`config.mk`:
```
export PLATFORM = sky130hd
export DESIGN_NAME = ifetch_unit_flat
export DESIGN_NICKNAME = d
export VERILOG_FILES = /design/src/rtl/ifetch_unit_if.sv /design/src/rtl/ifetch_unit.sv /design/src/flat_wrapper.sv
export SDC_FILE = /design/constraint.sdc
export NUM_CORES = 1
export LEC_CHECK = 0
export BUFFER_PORTS_ARGS = -buffer_cell sky130_fd_sc_hd__buf_2
export CELL_PAD_IN_SITES_DETAIL_PLACEMENT = 1
export CELL_PAD_IN_SITES_GLOBAL_PLACEMENT = 2
export CORE_ASPECT_RATIO = 1.2
export CORE_UTILIZATION = 46
export CTS_CLUSTER_DIAMETER = 60
export DETAILED_ROUTE_END_ITERATION = 6
export GPL_TIMING_DRIVEN = 1
export MAX_ROUTING_LAYER = met4
export PLACE_DENSITY = 0.83
export SLEW_MARGIN = 10
export SYNTH_ARGS = -nofsm -noshare
export SYNTH_HDL_FRONTEND = slang
export SYNTH_SLANG_ARGS = --single-unit
```
`constraint.sdc`:
```
create_clock -name clk -period 5 [get_ports clk]
set_clock_uncertainty 0.2 [all_clocks]
set_input_delay 0.5 -clock clk [delete_from_list [all_inputs] [get_ports clk]]
set_output_delay 0.5 -clock clk [all_outputs]
set_load 0.05 [all_outputs]
```
`src/rtl/ifetch_unit_if.sv`:
```
// Fetch-stage bundle: redirect/control inputs, icache request/response, decode valid/ready.
interface ifetch_unit_if;
   logic        fetch_en;
   logic        redirect;
   logic [15:0] redirect_pc;
   logic [15:0] ic_address;
   logic        ic_rd;
   logic [3:0]  ic_wr;
   logic        ic_data_ready;
   logic [31:0] ic_data;
   logic        inst_valid;
   logic [31:0] inst;
   logic [15:0] inst_pc;
   logic        inst_ready;

   modport master (
      input  fetch_en, redirect, redirect_pc, ic_data_ready, ic_data, inst_ready,
      output ic_address, ic_rd, ic_wr, inst_valid, inst, inst_pc
   );

   modport slave (
      output fetch_en, redirect, redirect_pc, ic_data_ready, ic_data, inst_ready,
      input  ic_address, ic_rd, ic_wr, inst_valid, inst, inst_pc
   );
endinterface

```
`src/rtl/ifetch_unit.sv`:
```
// Fetch stage: one outstanding icache read (2 cycles/word on hits), words buffered with their PC for decode;
// stops issuing when buffer plus in-flight word would overflow. IFETCH_STATS_EN adds fetch/stall counters.
module ifetch_unit #(
   parameter logic [15:0] RESET_PC   = 16'h0000,
   parameter int          FIFO_DEPTH = 4
) (
   input  logic          clk,
   input  logic          rst_n,
   ifetch_unit_if.master bus
`ifdef IFETCH_STATS_EN
   ,
   output logic [31:0]   fetch_count,
   output logic [31:0]   stall_cycles
`endif
);
   localparam int AW = $clog2(FIFO_DEPTH);
   localparam int CW = AW + 1;
   localparam logic [1:0] IDLE = 2'd0;
   localparam logic [1:0] REQ  = 2'd1;
   localparam logic [1:0] DROP = 2'd2;

   logic [1:0]    state;
   logic [15:0]   pc;
   logic [15:0]   drop_pc;
   logic [15:0]   new_pc;
   logic [15:0]   buf_pc  [FIFO_DEPTH];
   logic [31:0]   buf_dat [FIFO_DEPTH];
   logic [AW-1:0] wr_ptr;
   logic [AW-1:0] rd_ptr;
   logic [CW-1:0] count;
   logic [CW-1:0] count_next;
   logic          push;
   logic          pop;
   logic          start;

   assign new_pc = bus.redirect_pc & 16'hFFFC;
   assign push   = (state == REQ) && bus.ic_data_ready && !bus.redirect;
   assign pop    = (count != '0) && bus.inst_ready && !bus.redirect;

   // The in-flight word is counted against capacity before issue, so a push always finds room.
   always_comb begin
      count_next = count + CW'(push) - CW'(pop);
      if (bus.redirect)
         count_next = '0;
   end

   assign start = bus.fetch_en && (count_next < CW'(FIFO_DEPTH));

   always_ff @(posedge clk or negedge rst_n) begin
      if (!rst_n) begin
         state   <= IDLE;
         pc      <= RESET_PC;
         drop_pc <= RESET_PC;
      end else begin
         case (state)
            IDLE: begin
               if (bus.redirect)
                  pc <= new_pc;
               if (start)
                  state <= REQ;
            end
            REQ: begin
               if (bus.ic_data_ready) begin
                  pc    <= bus.redirect ? new_pc : pc + 16'd4;
                  state <= start ? REQ : IDLE;
               end else if (bus.redirect) begin
                  drop_pc <= new_pc;
                  state   <= DROP;
               end
            end
            DROP: begin
               // Address stays on the abandoned request until the icache finishes it.
               if (bus.ic_data_ready) begin
                  pc    <= bus.redirect ? new_pc : drop_pc;
                  state <= start ? REQ : IDLE;
               end else if (bus.redirect) begin
                  drop_pc <= new_pc;
               end
            end
            default: state <= IDLE;
         endcase
      end
   end

   always_ff @(posedge clk or negedge rst_n) begin
      if (!rst_n) begin
         wr_ptr <= '0;
         rd_ptr <= '0;
         count  <= '0;
      end else if (bus.redirect) begin
         wr_ptr <= '0;
         rd_ptr <= '0;
         count  <= '0;
      end else begin
         if (push)
            wr_ptr <= wr_ptr + AW'(1);
         if (pop)
            rd_ptr <= rd_ptr + AW'(1);
         count <= count_next;
      end
   end

   always_ff @(posedge clk) begin
      if (push) begin
         buf_pc[wr_ptr]  <= pc;
         buf_dat[wr_ptr] <= bus.ic_data;
      end
   end

   assign bus.ic_rd      = (state != IDLE);
   assign bus.ic_address = pc;
   assign bus.ic_wr      = 4'b0000;
   assign bus.inst_valid = (count != '0);
   assign bus.inst       = buf_dat[rd_ptr];
   assign bus.inst_pc    = buf_pc[rd_ptr];

`ifdef IFETCH_STATS_EN
   always_ff @(posedge clk or negedge rst_n) begin
      if (!rst_n) begin
         fetch_count  <= '0;
         stall_cycles <= '0;
      end else begin
         if (push && (fetch_count != 32'hFFFF_FFFF))
            fetch_count <= fetch_count + 32'd1;
         if (bus.ic_rd && !bus.ic_data_ready && (stall_cycles != 32'hFFFF_FFFF))
            stall_cycles <= stall_cycles + 32'd1;
      end
   end
`endif
endmodule

```
`src/flat_wrapper.sv`:
```
// flat-port wrapper written by rule: the top's interface ports become plain ports
module ifetch_unit_flat 
#(
   parameter logic [15:0] RESET_PC   = 16'h0000,
   parameter int          FIFO_DEPTH = 4
)
  (clk, rst_n, bus_fetch_en, bus_redirect, bus_redirect_pc, bus_ic_data_ready, bus_ic_data, bus_inst_ready, bus_ic_address, bus_ic_rd, bus_ic_wr, bus_inst_valid, bus_inst, bus_inst_pc);
  ifetch_unit_if bus_i ();
  input  logic clk;
  input  logic rst_n;
  input wire logic [$bits(bus_i.fetch_en)-1:0] bus_fetch_en;
  input wire logic [$bits(bus_i.redirect)-1:0] bus_redirect;
  input wire logic [$bits(bus_i.redirect_pc)-1:0] bus_redirect_pc;
  input wire logic [$bits(bus_i.ic_data_ready)-1:0] bus_ic_data_ready;
  input wire logic [$bits(bus_i.ic_data)-1:0] bus_ic_data;
  input wire logic [$bits(bus_i.inst_ready)-1:0] bus_inst_ready;
  output wire logic [$bits(bus_i.ic_address)-1:0] bus_ic_address;
  output wire logic [$bits(bus_i.ic_rd)-1:0] bus_ic_rd;
  output wire logic [$bits(bus_i.ic_wr)-1:0] bus_ic_wr;
  output wire logic [$bits(bus_i.inst_valid)-1:0] bus_inst_valid;
  output wire logic [$bits(bus_i.inst)-1:0] bus_inst;
  output wire logic [$bits(bus_i.inst_pc)-1:0] bus_inst_pc;
  assign bus_i.fetch_en = bus_fetch_en;
  assign bus_i.redirect = bus_redirect;
  assign bus_i.redirect_pc = bus_redirect_pc;
  assign bus_i.ic_data_ready = bus_ic_data_ready;
  assign bus_i.ic_data = bus_ic_data;
  assign bus_i.inst_ready = bus_inst_ready;
  assign bus_ic_address = bus_i.ic_address;
  assign bus_ic_rd = bus_i.ic_rd;
  assign bus_ic_wr = bus_i.ic_wr;
  assign bus_inst_valid = bus_i.inst_valid;
  assign bus_inst = bus_i.inst;
  assign bus_inst_pc = bus_i.inst_pc;
  ifetch_unit #(.RESET_PC(RESET_PC), .FIFO_DEPTH(FIFO_DEPTH)) u_core (.clk(clk), .rst_n(rst_n), .bus(bus_i));
endmodule
```
==> metrics.json <==
{
  "mappedNetlistArea_sq_um": 9439,
  "whs_path_depth": 1,
  "postSynthCellCount": 518,
  "fp.dieW_microns": 132.8,
  "worst-endpoint-arrival_ns": 2.53,
  "drt_wl_total_microns": 20020,
  "cts_root_buffer": "clkbuf_16",
  "holdCritStartpoint": "bus_ic_data[9]",
  "synth-main-ff-cell": "edfxtp_1",
  "run_status": "finished clean",
  "drt.antenna.violating_nets": 0,
  "initial_core_util": 0.4677,
  "setup_tns_ns": 0,
  "clk_path_buf_depth": 3,
  "critical_path.startpoint_type": "flop",
  "critical_path.reg2reg.endpoint": "u_core.buf_pc[1][2]$_DFFE_PP_",
  "worst_setup_hold_path_clk_slew_ns": 0.06,
  "drt_pass1_iterations": 6,
  "yosys.area_share.xor_xnor": 0.007025,
  "sum_of_net_half_perimeters_after_detailed_placement_microns": 12830,
  "worst_r2r_startpoint": "u_core.state[1]$_DFFE_PN0P_",
  "globalRouteOverflowTotal": 0,
  "rsz_0062_raised_after_global_routing": "false",
  "slew_limit_headroom": 0.3215,
  "multiplexer_share_of_the_synthesized_area": 0.1323,
  "synth-edff-count": 192,
  "fmax_ghz": 0.3093,
  "share_of_the_synthesized_area_in_compound_gates_ao_oa_aoi_oai": 0.05050,
  "post_cts_repair_timing_setup_buffer_count": 0,
  "grt_max_degree": 51,
  "route.vias.total": 5262,
  "period_needed_ns": 3.233,
  "drc_errors": 0,
  "maxCapViolations": 0,
  "layout_setup_ws_ns": 1.767,
  "power.static_leakage_nw": 3.991,
  "synth_largest_area_cell": "edfxtp_1",
  "path_cells": "mux4_2 -> buf_2",
  "hold_violations": 0,
  "ys_ff_latch": 233,
  "timing.reg2reg.setup_slack_ns": 1.99,
  "routed_wire_length_per_instance_microns": 21.43,
  "synth_area_leaders": "edfxtp_1 61%, mux4_2 11%, dfrtp_1 11%",
  "tightest_slew_ns": 1.018,
  "design.portCount": 124,
  "power_density_nw_per_um2": 583.0,
  "crit_required_ns": 4.30,
  "number_of_library_cell_types_mapped_by_synthesis": 58,
  "vias_in_the_first_global_route": 5636,
  "dp_slack_ns": 1.987,
  "post_drt_via_cell_ratio": 5.634,
  "die_y_microns": 158.9,
  "worstSetupEndpointType": "output pin",
  "syn_to_final_growth_pct": 18.54,
  "synth_top_family_by_area": "multiplexers",
  "timing.final.max_slew_violations": 0,
  "track_usage": 0.1996,
  "fillCellCount": 1896,
  "hold_path_class": "in2reg",
  "cts_tree": "done",
  "postCtsHoldBufs": 15,
  "vdd_drop_max_v": 0.0003319,
  "htree_num_levels": 1,
  "yosys.area_share.simple": 0.04838,
  "finalSetupViolCount": 0,
  "grt_pass1_wl_microns": 31430,
  "drive_above_1_share": 0.3572,
  "crit_path_max_incr_delay_ns": 1.07,
  "mostFrequentLayoutCells": "192 x edfxtp_1, 117 x buf_2, 48 x mux4_2, 39 x dfrtp_1, 32 x nor2_1",
  "synthDominantCellAreaShare": 0.6108,
  "critPathSlowestCell": "dfrtp_4",
  "fp.coreArea_sq_um": 20180,
  "proportion_of_register_bits_with_asynchronous_set_or_reset_after_synthesis": 0.1760,
  "synth_seq_area_share": 0.7195,
  "placement.io_buffers": 117,
  "min_period_over_period": 0.6466,
  "number_of_buffers_created_by_cts": 23,
  "hold-path-endpoint": "u_core.buf_dat[0][9]$_DFFE_PP_",
  "diodes": 0,
  "avgSynthCellArea_sq_um": 18.22,
  "layout.nets": 720,
  "critical_path_class": "reg2out",
  "fp-row-count": 57,
  "ff2ff_path_depth": 6,
  "post_synth_fa_ha_maj_area_fraction": 0.01803,
  "post_cts_resized": 0,
  "mostFrequentLayoutCell": "edfxtp_1",
  "routabilityCongestion": 0.8297,
  "cts.sinks": 233,
  "drt_iter0_drc": 197,
  "worst_skew_pair_latency_ns": 0.51,
  "antenna_found_initial": 0,
  "worst-path-max-fanout": 50,
  "floorplan.die_area_sq_um": 21100,
  "yosys_warnings": 0
}
==> synth_stat cells (3+ instances only) <==
cell type	count
or3_1	3
a22o_1	5
nand3_1	11
buf_4	5
nor2_1	32
a221oi_1	10
o31ai_1	7
nor3_1	7
xor2_1	3
edfxtp_1	192
buf_2	11
dfrtp_1	41
and3_1	7
nand2_1	11
a21oi_1	4
nand2b_1	3
clkbuf_1	11
o21ai_0	12
buf_1	5
and2_1	3
inv_1	14
nor2b_1	5
mux2_2	14
ha_1	12
mux4_2	48
==> metal layers <==
layer | share of wire | GRT usage | vias to the layer above
met3 | 0.058 | 0.03257 | 25
met4 | 0.018 | 0.05277 | 0
met2 | 0.51 | 0.3400 | 183
met5 | 0 | - | -
met1 | 0.41 | 0.2480 | 2728
li1 | - | - | 2326
==> state kept, by name, summed over array words and instances (netlist names) <==
name                   cells
u_core.buf_dat           128
u_core.buf_pc             64
u_core.bus.ic_address     16
u_core.drop_pc            16
u_core.count               3
u_core.rd_ptr              2
u_core.state               2
u_core.wr_ptr              2
==> kinds of logic (layout without fill, tap and decap cells) <==
group | after synthesis | after routing
other | 1 | 4
buffers and inverters | 49 | 197
multiplexers | 63 | 63
flip-flops | 233 | 233
adder cells (fa/ha/maj) | 13 | 13
AO/OA/AOI/OAI | 63 | 63
XOR/XNOR | 6 | 6
AND/OR/NAND/NOR | 90 | 90
==> critical path: cells and delay by family (launching register included) <==
kind | cells | cell delay (ns)
flops | 1 | 1.07
buf+inv | 1 | 0.24
mux | 1 | 0.66
==> worst max path at each step <==
stage / cells past startpoint / to / slack (ns) / from
after global routing: 2 / bus_inst_pc[9] / 1.61 / u_core.rd_ptr[0]$_DFFE_PN0P_
after floorplan: 12 / u_core.state[1]$_DFFE_PN0P_ / 1.94 / u_core.count[1]$_DFF_PN0_
final: 2 / bus_inst_pc[11] / 1.77 / u_core.rd_ptr[0]$_DFFE_PN0P_
after global placement: 6 / u_core.buf_pc[1][1]$_DFFE_PP_ / 2.06 / u_core.state[1]$_DFFE_PN0P_
after CTS: 2 / bus_inst_pc[11] / 1.70 / u_core.rd_ptr[0]$_DFFE_PN0P_
after detailed placement: 6 / u_core.buf_pc[1][1]$_DFFE_PP_ / 1.99 / u_core.state[1]$_DFFE_PN0P_
==> power by group <==
| part | switching, W | internal (W) | leakage (nW) | total, W |
|---|---|---|---|---|
| logic | 0.00137 | 0.000716 | 1.39 | 0.00209 |
| clock network | 0.000714 | 0.00101 | 0.366 | 0.00172 |
| registers | 0.000347 | 0.00237 | 2.24 | 0.00272 |
| total | 0.00243 | 0.00409 | 3.99 | 0.00652 |
==> area by class of cell <==
| type | count | area, sq um | share of cell area |
|---|---|---|---|
| Multi-Input combinational cell | 239 | 2439 | 0.2179 |
| Timing Repair Buffer | 141 | 803.3 | 0.07179 |
| Tap cell | 265 | 331.6 | 0.02963 |
| Inverter | 15 | 56.30 | 0.005032 |
| Sequential cell | 233 | 6797 | 0.6074 |
| Clock buffer | 24 | 579.3 | 0.05177 |
| Clock inverter | 17 | 183.9 | 0.01644 |
==> through the flow <==
stage          hold WS [ns]  power, W  cells  instance area, sq um  utilization
3_3_place_gp         0.2722  0.004777    878                 10280       0.5091
2_1_floorplan      0.004409  0.004314    521                  9450            -
5_1_grt            0.002357  0.006814    934                 11190       0.5544
4_1_cts           0.0008989  0.006596    934                 11190       0.5544
3_5_place_dp         0.2764  0.004845    878                 10280       0.5091
6_report            0.02147  0.006524    934                 11190       0.5544
(Power assumes the default switching activity.)
